`src/rtl/digit_scan_pkg.sv`:
```
// Shared constants, state encoding and digit extraction for the four-digit scan controller.
package digit_scan_pkg;

    localparam int unsigned DIGITS           = 4;
    localparam int unsigned NIBBLE_W         = 4;
    localparam int unsigned IDX_W            = 2;
    localparam int unsigned WORD_W           = DIGITS * NIBBLE_W;
    localparam int unsigned PRESCALE_DEFAULT = 50000;
    localparam int unsigned BLANK_DEFAULT    = 1000;

    typedef enum logic [1:0] {
        StStop,
        StBlank,
        StShow
    } scan_state_t;

    function automatic logic [NIBBLE_W-1:0] digit_of(input logic [WORD_W-1:0] word,
                                                     input logic [IDX_W-1:0]  idx);
        logic [WORD_W-1:0] shifted;
        shifted = word >> (idx * NIBBLE_W);
        return shifted[NIBBLE_W-1:0];
    endfunction

endpackage

```
`src/rtl/slot_timer.sv`:
```
// Per-digit slot prescaler: counts 0..PRESCALE-1, flags the last cycle and the blanking window.
module slot_timer
    import digit_scan_pkg::*;
#(
    parameter int unsigned PRESCALE = PRESCALE_DEFAULT,
    parameter int unsigned BLANK    = BLANK_DEFAULT,
    localparam int unsigned CNT_W   = $clog2(PRESCALE)
) (
    input  logic             clk,
    input  logic             rst,
    input  logic             clr_i,
    output logic [CNT_W-1:0] cnt_o,
    output logic             in_blank_o,
    output logic             slot_end_o
);

    logic [CNT_W-1:0] cnt_q, cnt_d;

    always_comb begin
        slot_end_o = (cnt_q == CNT_W'(PRESCALE - 1));
        cnt_d      = cnt_q + CNT_W'(1);
        if (clr_i || slot_end_o) begin
            cnt_d = '0;
        end
        // Blanking is judged on the count being loaded, so callers can register
        // their enable alongside the counter and keep it aligned.
        in_blank_o = int'(cnt_d) < int'(BLANK);
    end

    always_ff @(posedge clk) begin
        if (rst) begin
            cnt_q <= '0;
        end else begin
            cnt_q <= cnt_d;
        end
    end

    assign cnt_o = cnt_q;

endmodule

```
`src/rtl/digit_scan_ctrl.sv`:
```
// Four-digit display scan controller: slot sequencing, frame-aligned word commit and load handshake.
module digit_scan_ctrl
    import digit_scan_pkg::*;
#(
    parameter int unsigned PRESCALE = PRESCALE_DEFAULT,
    parameter int unsigned BLANK    = BLANK_DEFAULT
) (
    input  logic                clk,
    input  logic                rst,
    input  logic                run,
    input  logic                load,
    input  logic [WORD_W-1:0]   data_in,
    output logic                ready,
    output logic                overrun,
    output logic                en_n,
    output logic                sel_a,
    output logic                sel_b,
    output logic [NIBBLE_W-1:0] nibble,
    output logic                frame_done
);

    localparam int unsigned CNT_W = $clog2(PRESCALE);

    scan_state_t          state_q, state_d;
    logic [IDX_W-1:0]     idx_q, idx_d;
    logic [WORD_W-1:0]    shadow_q, shadow_d;
    logic [WORD_W-1:0]    pending_q, pending_d;
    logic                 pend_valid_q, pend_valid_d;
    logic                 en_n_q, en_n_d;
    logic [NIBBLE_W-1:0]  nibble_q, nibble_d;
    logic                 frame_done_q, frame_done_d;
    logic                 overrun_q, overrun_d;

    logic                 running;
    logic                 advance;
    logic                 wrap;
    logic                 commit;
    logic [CNT_W-1:0]     slot_cnt;
    logic                 in_blank;
    logic                 slot_end;
    logic                 unused_slot_cnt;

    // A stopped controller restarts slot 0 from cnt=0, so the timer is held clear
    // for the cycle in which run is first seen high.
    assign running = run && (state_q != StStop);

    slot_timer #(
        .PRESCALE (PRESCALE),
        .BLANK    (BLANK)
    ) u_slot_timer (
        .clk        (clk),
        .rst        (rst),
        .clr_i      (!running),
        .cnt_o      (slot_cnt),
        .in_blank_o (in_blank),
        .slot_end_o (slot_end)
    );

    assign unused_slot_cnt = ^slot_cnt;

    always_comb begin
        state_d      = StStop;
        idx_d        = idx_q;
        shadow_d     = shadow_q;
        pending_d    = pending_q;
        pend_valid_d = pend_valid_q;

        advance = running && slot_end;
        wrap    = advance && (idx_q == IDX_W'(DIGITS - 1));
        commit  = pend_valid_q && (wrap || (state_q == StStop));

        if (!run) begin
            state_d = StStop;
            idx_d   = '0;
        end else begin
            state_d = in_blank ? StBlank : StShow;
            if (advance) begin
                idx_d = idx_q + IDX_W'(1);
            end
        end

        if (commit) begin
            shadow_d     = pending_q;
            pend_valid_d = 1'b0;
        end

        // ready is still low during a commit cycle, so a load there is an overrun.
        if (load && !pend_valid_q) begin
            pending_d    = data_in;
            pend_valid_d = 1'b1;
        end

        overrun_d    = load && pend_valid_q;
        frame_done_d = wrap;
        en_n_d       = (state_d != StShow);
        nibble_d     = digit_of(shadow_d, idx_d);
    end

    always_ff @(posedge clk) begin
        if (rst) begin
            state_q      <= StStop;
            idx_q        <= '0;
            shadow_q     <= '0;
            pending_q    <= '0;
            pend_valid_q <= 1'b0;
            en_n_q       <= 1'b1;
            nibble_q     <= '0;
            frame_done_q <= 1'b0;
            overrun_q    <= 1'b0;
        end else begin
            state_q      <= state_d;
            idx_q        <= idx_d;
            shadow_q     <= shadow_d;
            pending_q    <= pending_d;
            pend_valid_q <= pend_valid_d;
            en_n_q       <= en_n_d;
            nibble_q     <= nibble_d;
            frame_done_q <= frame_done_d;
            overrun_q    <= overrun_d;
        end
    end

    assign ready      = !pend_valid_q;
    assign overrun    = overrun_q;
    assign en_n       = en_n_q;
    assign sel_a      = idx_q[1];
    assign sel_b      = idx_q[0];
    assign nibble     = nibble_q;
    assign frame_done = frame_done_q;

endmodule

```
`config.mk`:
```
export PLATFORM = sky130hd
export DESIGN_NAME = digit_scan_ctrl
export DESIGN_NICKNAME = d
export VERILOG_FILES = /design/src/rtl/digit_scan_pkg.sv /design/src/rtl/slot_timer.sv /design/src/rtl/digit_scan_ctrl.sv
export SDC_FILE = /design/constraint.sdc
export NUM_CORES = 1
export LEC_CHECK = 0
export ABC_AREA = 1
export BUFFER_PORTS_ARGS = -buffer_cell sky130_fd_sc_hd__clkbuf_2
export CORE_ASPECT_RATIO = 1.75
export CORE_MARGIN = 5
export CORE_UTILIZATION = 30
export DETAILED_ROUTE_END_ITERATION = 10
export PLACE_DENSITY = 0.49
export SKIP_CTS_REPAIR_TIMING = 1
export SKIP_LAST_GASP = 1
export SYNTH_ARGS = -nofsm -noshare
export SYNTH_HDL_FRONTEND = slang
export SYNTH_SLANG_ARGS = --single-unit
```
`constraint.sdc`:
```
create_clock -name clk -period 2.09 [get_ports clk]
set_input_delay 0.627 -clock clk [delete_from_list [all_inputs] [get_ports clk]]
set_output_delay 0.627 -clock clk [all_outputs]
set_load 0.03 [all_outputs]
```
==> run_results.csv, run 1 <==
group,metric,value,unit
status,outcome,"completed",
floorplanning,num_io_pins,30,
pwr,seqPwrFrac,44.4,%
pwr,combPwrFrac,7.8,%
setup_path,rrSetupSlack,0.17,ns
min_path,hold_path.class,"flip-flop to flip-flop",
sta,rsz0062_at_grt,"no",
routing,dr.pass1.iters,4,
setup_path,critical_path_depth,12,
global_routing,first_global_vias,2290,
setup_path,path_cells,"ha_1, nand3_2, nor2_4, nand2_1, nand2_4, a21oi_1, o21ai_0, nand3_1, nor2_1, nand2_1, nand2_2, inv_2",
pwr,ir_worst_vdd,0.473,mV
cells_and_area,finalNetCount,413,
synthesis,synth.distinct_cells,29,
placement,dp_hpwl,4760,um
setup_path,slowest_stage,"dfxtp_1",
clocking,cts_buffer_depth,2,
floorplanning,rows,45,
cells_and_area,design_area,0.00318,mm^2
floorplanning,start_util,30.3,%
placement,gp_routability_congestion,0.824,
setup_path,rr_endpoint,"state_q[1]",
routing,vias_per_cell,4.50,
setup_path,critical_path_arrival,2.14,ns
sta,drv_slew,0,
synthesis,yosys_register_bits,60,
sta,period_share,91.8,%
placement,port_buffers,29,
setup_path,path_max_fanout,11,
global_routing,overflow,0,
setup_path,path_buf_inv,1,
routing,ant_nets,0,
run,drv_cap,0,
setup_path,cp_common_cell,"nand2_1",
pwr,powerDensity,866,mW/mm^2
pwr,p_switching,625,uW
synthesis,syn_inst,356,
sta,finalCriticalPeriod,1.92,ns
pwr,p_int,2.13,mW
sta,fmax,521,MHz
routing,drc,0,
global_routing,grt.total_usage,12.7,%
pwr,switching_share,22.7,%
cells_and_area,drive_gt1_share,18.5,%
routing,vias,2302,
synthesis,syn-num-nets,378,
cells_and_area,fin_util,36.9,%
clocking,cts-root-buf,"clkbuf_16",
setup_path,crit-reg2reg-launch,"u_slot_timer.cnt_o[0]",
sta,setup_viol,0,
clocking,cts.htree.levels,3,
floorplanning,die_x,80.5,um
clocking,clk-insertion-delay-late,0.32,ns
synthesis,synth.yosys.warnings,0,
routing,drt-total-wl,6190,um
cells_and_area,areaGrowthSynthToFinish,22.0,%
sta,hold_slack,0.445,ns
routing,wl_per_cell,12.1,um
sta,finalHoldViolations,0,
sta,worst_pin_slew,0.553,ns
clocking,clk_pin_slew,0.05,ns
clocking,tritoncts,"done",
routing,dr.first_iter.drc_count,85,
setup_path,critPathLaunch,"u_slot_timer.cnt_o[0]",
setup_path,worstSetupStartpointType,"flip-flop",
synthesis,avgSynthCellArea,7.32,um^2
floorplanning,core,0.00861,mm^2
setup_path,cp-end-kind,"flip-flop",
setup_path,critical-path-top-delay-family,"simple AND/OR/NAND/NOR gates",
floorplanning,dieArea,0.0107,mm^2
global_routing,grt_start_max_net_pins,26,
cells_and_area,fillers,936,
global_routing,grt_pass1_wl,10300,um
synthesis,seq_area_frac_synth,46.1,%
sta,fin_worst_skew,0.00690,ns
min_path,min_from,"u_slot_timer.cnt_o[0]",
setup_path,cpPeakStageDelay,0.34,ns
global_routing,antenna_found_initial,0,
cells_and_area,diodes,0,
setup_path,critPathKind,"flip-flop to flip-flop",
floorplanning,die_y,133,um
setup_path,r2r_cells,12,
clocking,cts_buffers,9,
clocking,cts.sinks,60,
pwr,p_clk_share,47.8,%
synthesis,synth_area,0.00261,mm^2
sta,slew_headroom,63.1,%
placement,dpl_cell_area,0.00289,mm^2
pwr,p_leak,1.39,nW
setup_path,cp.required,2.31,ns
min_path,hold_depth,1,
setup_path,endpoint,"state_q[1]",
## synthesized netlist by cell type, drive strengths merged
master  number  share of area, %
a21oi       17               3.3
buf          3               1.3
clkbuf       8               1.2
dfxtp       60                46
ha           2              0.96
inv         36               5.2
nand2       65                10
nand3       39               7.9
nand3b       1              0.29
nand4        2               1.1
nor2        75                11
nor3        11               2.5
o21a         1              0.29
o21ai       30               6.6
o21bai       1              0.29
or2          1              0.24
or3          1              0.24
xnor2        1              0.34
xor2         2              0.67
## stage by stage
stage                     total power [mW]  std cells  worst slack, ns  setup TNS, ns
after global placement                1.46        497           -0.188          -2.89
after detailed placement              1.46        497           -0.214          -3.19
final                                 2.75        512            0.172              0
after CTS                             2.80        512           0.0701              0
after floorplan                       1.39        356            0.400              0
after global routing                  2.88        512          0.00101              0
## worst min path at each step
stage                            endpoint  slack [ns]
finish              u_slot_timer.cnt_o[0]        0.44
floorplan           u_slot_timer.cnt_o[0]        0.42
CTS                 u_slot_timer.cnt_o[0]        0.45
global route        u_slot_timer.cnt_o[0]        0.46
detailed placement  u_slot_timer.cnt_o[0]        0.44
global placement    u_slot_timer.cnt_o[0]        0.43
## power groups by stage
stage,Combinational [mW],Clock (mW),Sequential (mW)
2_1_floorplan,0.143,0,1.25
3_3_place_gp,0.212,0,1.25
3_5_place_dp,0.214,0,1.25
4_1_cts,0.215,1.36,1.22
5_1_grt,0.248,1.41,1.23
6_report,0.214,1.32,1.22
## cell usage in the layout (no fill, tap or decap), types with 2 or more instances in the layout
cell type  count
o21ai_0       22
ha_1           2
o21ai_2        7
inv_2          3
nor2_2         2
nor2_4         3
clkbuf_2      29
nor3_2         2
clkbuf_16      9
nor3_1         9
inv_1         33
a21oi_1       17
buf_4          5
nand2_4        3
nand3_1       37
xor2_1         2
clkbuf_8       2
nor2_1        70
nand3_2        2
dfxtp_1       60
nand2_1       61
clkbuf_1       2
clkinv_2       2
## registers in the layout (all words and copies together) (netlist names)
signal,count
en_n,1
frame_done,1
nibble,4
pending_q,16
state_q,2
shadow_q,16
idx_q,2
u_slot_timer.cnt_o,16
overrun,1
pend_valid_q,1
## kinds of logic (layout without fill, tap and decap cells)
logic type,count (synthesis),after routing,share of synthesized area [%]
AND/OR/NAND/NOR,195,195,33.8
flip-flops,60,60,46.1
AO/OA/AOI/OAI,49,49,10.5
buffers and inverters,47,86,7.68
XOR/XNOR,3,3,1.01
adder cells (fa/ha/maj),2,2,0.960
## routing by layer
layer	GRT usage [%]	vias to the layer above	share of wire, %
met4	7.24	0	2.3
li1	-	1213	-
met5	0	-	0
met1	12.8	1044	41
met2	22.7	35	53
met3	3.38	10	3.7
## final cells by class
| cell class | count | area (um^2) | area share (%) |
|---|---|---|---|
| clock buffers | 13 | 260 | 8.19 |
| clock inverters | 2 | 10.0 | 0.315 |
| inverters | 36 | 135 | 4.25 |
| multi-input cells | 249 | 1220 | 38.5 |
| flip-flops and latches | 60 | 1200 | 37.8 |
| well taps | 117 | 146 | 4.60 |
| repair buffers | 35 | 203 | 6.38 |
(Power assumes the default switching activity.)
==> run 2, diff against run 1 <==
GPL_TIMING_DRIVEN = 0   (was default)
==> run 2 against run 1 <==
  * Die area stayed put
  * Via count is 0.48% higher
  * Utilization is 0.12 points higher
  * Global-route usage is 1.0 points higher
  * Maximum frequency hardly changed
  * Setup slack worse by 0.0014 ns
  * Sequential share of layout area is 0.12 points lower
  * Non-clock buffer count is 5 higher
  * Design area is 0.31% higher
  * Critical endpoint is now nibble[0]
  * Largest power group unchanged
==> run_results.csv, run 2 (synthesis gave the netlist of run 1 again) <==
group,metric,value,unit
sta,setup_tns,0,ns
routing,ant_nets,0,
setup_path,critical_path_arrival,2.10,ns
sta,setup_viol,0,
cells_and_area,finalNetCount,418,
cells_and_area,design_area,0.00319,mm^2
global_routing,grt_start_max_net_pins,11,
sta,finalHoldViolations,0,
placement,pre_cts_slack,-0.0865,ns
setup_path,path_max_fanout,10,
cells_and_area,fin_util,37.0,%
sta,drv_slew,0,
setup_path,endpoint,"nibble[0]",
pwr,combPwrFrac,7.9,%
cells_and_area,final_common_cell,"nor2_1",
cells_and_area,final_cell_mix,"71 x nor2_1, 61 x nand2_1, 60 x dfxtp_1",
floorplanning,dieArea,0.0107,mm^2
pwr,p_leak,1.38,nW
placement,dp_hpwl,5190,um
routing,vias_per_cell,4.47,
cells_and_area,fin_cells,517,
routing,wl_per_cell,12.8,um
floorplanning,start_util,30.3,%
setup_path,crit-reg2reg-launch,"u_slot_timer.cnt_o[0]",
clocking,cts-root-buf,"clkbuf_16",
pwr,p_clk_share,47.8,%
global_routing,antenna_found_initial,0,
pwr,ir_worst_vdd,0.546,mV
floorplanning,die_x,80.5,um
cells_and_area,areaGrowthSynthToFinish,22.4,%
floorplanning,num_io_pins,30,
routing,drt-total-wl,6630,um
floorplanning,core,0.00861,mm^2
setup_path,rr_endpoint,"nibble[0]",
sta,rsz0062_at_grt,"no",
pwr,seqPwrFrac,44.3,%
cells_and_area,fillers,956,
clocking,clk-insertion-delay-late,0.32,ns
global_routing,first_global_vias,2395,
global_routing,grt.total_usage,13.7,%
setup_path,critPathLaunch,"u_slot_timer.cnt_o[0]",
clocking,clk_pin_slew,0.05,ns
routing,dr.pass1.iters,4,
global_routing,grt_pass1_wl,11200,um
setup_path,cp.required,2.27,ns
clocking,cts.sinks,60,
setup_path,critPathKind,"flip-flop to flip-flop",
cells_and_area,diodes,0,
status,outcome,"completed",
run,drv_cap,0,
sta,fmax,521,MHz
setup_path,cp-end-kind,"flip-flop",
routing,drc,0,
global_routing,overflow,0,
clocking,tritoncts,"done",
floorplanning,die_y,133,um
placement,dpl_cell_area,0.00289,mm^2
pwr,switching_share,22.9,%
sta,finalCriticalPeriod,1.92,ns
cells_and_area,drive_gt1_share,17.8,%
placement,gp_routability_congestion,0.853,
setup_path,rrSetupSlack,0.17,ns
clocking,cts.htree.levels,3,
min_path,min_from,"u_slot_timer.cnt_o[0]",
routing,vias,2313,
sta,fin_ws,0.170,ns
pwr,p_int,2.13,mW
pwr,powerDensity,866,mW/mm^2
setup_path,r2r_cells,11,
sta,slew_headroom,63.0,%
routing,dr.first_iter.drc_count,66,
pwr,p_switching,634,uW
sta,period_share,91.9,%
sta,fin_worst_skew,0.00480,ns
placement,port_buffers,28,
floorplanning,rows,45,
clocking,cts_buffers,9,
sta,worst_pin_slew,0.553,ns
clocking,cts_buffer_depth,2,
setup_path,worstSetupStartpointType,"flip-flop",
min_path,hold_path.class,"flip-flop to flip-flop",
placement,dp.cells,501,
run 2: stage by stage:
| step | total power [mW] | hold slack (ns) |
|---|---|---|
| after detailed placement | 1.47 | 0.443 |
| after floorplan | 1.39 | 0.418 |
| after CTS | 2.81 | 0.454 |
| after global routing | 2.91 | 0.465 |
| after global placement | 1.46 | 0.429 |
| final | 2.76 | 0.451 |
run 2: cell type report:
class	instances	area (um^2)	area share, %
multi-input cells	249	1220	38.3
well taps	117	146	4.59
repair buffers	29	148	4.63
clock buffers	13	260	8.16
clock inverters	2	10.0	0.314
plain buffers	11	66.3	2.08
flip-flops and latches	60	1200	37.7
inverters	36	135	4.24
run 2: worst min-delay path by stage:
stage / slack (ns) / cells past startpoint / end
final: 0.45 / 1 / u_slot_timer.cnt_o[0]
after global routing: 0.47 / 1 / u_slot_timer.cnt_o[0]
after CTS: 0.45 / 1 / u_slot_timer.cnt_o[0]
after detailed placement: 0.44 / 1 / u_slot_timer.cnt_o[0]
after global placement: 0.43 / 1 / u_slot_timer.cnt_o[0]
after floorplan: 0.42 / 1 / u_slot_timer.cnt_o[0]
run 2: routing by layer:
| metal | wire, um | GRT usage [%] | up-vias |
|---|---|---|---|
| met5 | 0 | 0 | - |
| met4 | 216 | 6.58 | 0 |
| met3 | 253 | 3.86 | 15 |
| met2 | 3610 | 24.8 | 49 |
| met1 | 2560 | 14.0 | 1030 |
| li1 | - | - | 1219 |
run 2: worst max-delay path: stages (launching register included):
cell     delay [ns]
dfxtp_1        0.35
ha_2           0.22
nand3_4        0.13
nor2_4         0.17
nand4_4        0.13
nand2_4        0.15
nand2_4        0.10
buf_6          0.16
nand2_1        0.08
nand3_1        0.08
nand3_1        0.13
a21oi_1        0.08
run 2: power by group through the flow:
stage	Clock (mW)	Combinational [mW]	Sequential, mW
floorplan	0	0.143	1.25
detailed placement	0	0.221	1.25
finish	1.32	0.218	1.22
global route	1.43	0.251	1.23
CTS	1.36	0.222	1.22
global placement	0	0.217	1.25
==> run 3, diff against run 2 <==
--- a/config.mk
+++ b/config.mk
@@ -15,2 +15,3 @@
 export PLACE_DENSITY = 0.49
+export RECOVER_POWER = 100
 export SKIP_CTS_REPAIR_TIMING = 1
==> constraint.sdc (replaced) <==
create_clock -name clk -period 2.09 [get_ports clk]
set_input_delay 0.209 -clock clk [delete_from_list [all_inputs] [get_ports clk]]
set_output_delay 0.209 -clock clk [all_outputs]
set_load 0.03 [all_outputs]
==> run 3 against run 2 <==
  * Count of clock-buffer cells in the layout unchanged
  * Clock power about the same
  * Clock skew up 0.00051 ns
  * Hold slack worse by 0.34 ns
  * Setup slack worse by 0.0076 ns
  * Critical path depth down 1
  * Via count about the same
  * First-iteration DRC count down 6.1%
  * Sequential share of layout area up 0.19 points
  * Sequential cell count unchanged
  * Wire length down 0.17%
  * Non-clock buffer count unchanged
  * Critical path type unchanged
  * Largest cell class unchanged
==> run_results.csv, run 3 (synthesis gave the netlist of run 1 again) <==
group,metric,value,unit
clocking,tritoncts,"done",
setup_path,cp.required,2.27,ns
pwr,seqPwrFrac,44.3,%
routing,dr.pass1.iters,4,
clocking,clk-insertion-delay-late,0.32,ns
clocking,cts_buffer_depth,2,
floorplanning,num_io_pins,30,
sta,setup_tns,0,ns
setup_path,cp-end-kind,"flip-flop",
run,drv_cap,0,
placement,gp_routability_congestion,0.853,
setup_path,path_cells,"ha_2, nand3_4, nor2_4, nand3_1, nor2_1, inv_1, nand3_2, nand3_1, nand3_1, a21oi_1",
setup_path,path_max_fanout,9,
pwr,switching_share,23.0,%
placement,dp.cells,501,
placement,dp_hpwl,5190,um
sta,rsz0062_at_grt,"no",
cells_and_area,final_cell_mix,"72 x nor2_1, 61 x nand2_1, 60 x dfxtp_1",
cells_and_area,final_common_cell,"nor2_1",
cells_and_area,fin_cells,517,
sta,finalHoldViolations,0,
setup_path,cp_common_cell,"nand3_1",
cells_and_area,areaGrowthSynthToFinish,21.7,%
pwr,p_clk_share,47.9,%
cells_and_area,drive_gt1_share,14.5,%
floorplanning,rows,45,
routing,vias_per_cell,4.48,
floorplanning,start_util,30.3,%
pwr,combPwrFrac,7.8,%
floorplanning,core,0.00861,mm^2
setup_path,cpPeakStageDelay,0.35,ns
routing,wl_per_cell,12.8,um
global_routing,grt.total_usage,13.7,%
global_routing,grt_pass1_wl,11200,um
placement,port_buffers,28,
min_path,min_from,"data_in[9]",
clocking,cts-root-buf,"clkbuf_16",
pwr,p_leak,1.35,nW
pwr,ir_worst_vdd,0.546,mV
floorplanning,die_y,133,um
routing,ant_nets,0,
sta,drv_slew,0,
sta,finalCriticalPeriod,1.93,ns
clocking,cts_buffers,9,
global_routing,antenna_found_initial,0,
setup_path,critPathLaunch,"u_slot_timer.cnt_o[0]",
sta,fin_worst_skew,0.00531,ns
floorplanning,dieArea,0.0107,mm^2
cells_and_area,finalNetCount,418,
routing,drt-total-wl,6620,um
clocking,cts.htree.levels,3,
clocking,clk_pin_slew,0.05,ns
sta,worst_pin_slew,0.552,ns
setup_path,critical_path_arrival,2.11,ns
sta,slew_headroom,63.0,%
sta,fmax,519,MHz
status,outcome,"completed",
cells_and_area,fillers,956,
min_path,hold_path.class,"primary input to flip-flop",
sta,setup_viol,0,
cells_and_area,diodes,0,
global_routing,grt_start_max_net_pins,11,
pwr,powerDensity,871,mW/mm^2
pwr,p_switching,635,uW
sta,period_share,92.2,%
setup_path,slowest_stage,"dfxtp_1",
setup_path,worstSetupStartpointType,"flip-flop",
global_routing,overflow,0,
global_routing,first_global_vias,2395,
pwr,p_int,2.13,mW
routing,vias,2315,
routing,dr.first_iter.drc_count,62,
setup_path,crit-reg2reg-launch,"u_slot_timer.cnt_o[0]",
clocking,cts.sinks,60,
setup_path,critPathKind,"flip-flop to flip-flop",
routing,drc,0,
floorplanning,die_x,80.5,um
## run 3: cell types whose count changed in the layout (fill, tap and decap cells not counted)
cell      before  now
buf_4          1    0
inv_2          3    2
nor2_2         1    0
clkbuf_2      30   19
clkbuf_1       8   19
inv_1         33   34
nor2_1        71   72
clkbuf_4       0    1
## run 3: power by group through the flow
stage               sequential [mW]  combinational, mW  clock [mW]
global route                   1.23              0.249        1.43
detailed placement             1.25              0.221           0
floorplan                      1.25              0.143           0
global placement               1.25              0.217           0
CTS                            1.22              0.222        1.36
finish                         1.22              0.216        1.32
## run 3: area by class of cell
class                           count  area (um^2)  area share, %
Sequential cell                    60         1200           37.9
Buffer                             11         65.1           2.05
Clock buffer                       13          260           8.20
Multi-Input combinational cell    249         1220           38.4
Clock inverter                      2         10.0          0.315
Tap cell                          117          146           4.61
Timing Repair Buffer               29          135           4.26
Inverter                           36          135           4.26
## run 3: worst paths after layout
check | end | slack (ns) | cells past startpoint
setup / recovery | nibble[0] | 0.16 | 10
hold / removal | pending_q[9] | 0.11 | 3
setup reg to reg | nibble[0] | 0.16 | 10
hold reg to reg | u_slot_timer.cnt_o[0] | 0.45 | 1
## run 3: through the flow
step           util, %  worst slack [ns]  power, mW  hold slack [ns]  instance area [um^2]
3_5_place_dp      33.6            0.0228       1.47            0.437                  2890
6_report          36.8             0.163       2.76            0.112                  3170
4_1_cts           36.7            0.0133       2.81            0.103                  3160
5_1_grt           36.8           0.00730       2.91            0.109                  3170
2_1_floorplan        -             0.427       1.39            0.337                  2610
3_3_place_gp      33.6            0.0601       1.46            0.429                  2890
## run 3: layer usage
metal	vias to the layer above	track usage [%]	routed length, um
met5	-	0	0
met2	45	24.8	3590
met4	0	6.58	216
met3	15	3.86	237
li1	1219	-	-
met1	1036	14.0	2580
## run 3: worst max-delay path, delay by kind of cell (launching register included)
kind | cells | cell delay [ns]
DFF | 1 | 0.35
AOI/OAI and AO/OA | 1 | 0.08
adders and majority gates | 1 | 0.22
buffers and inverters | 1 | 0.08
and+or+nand+nor | 7 | 1.06
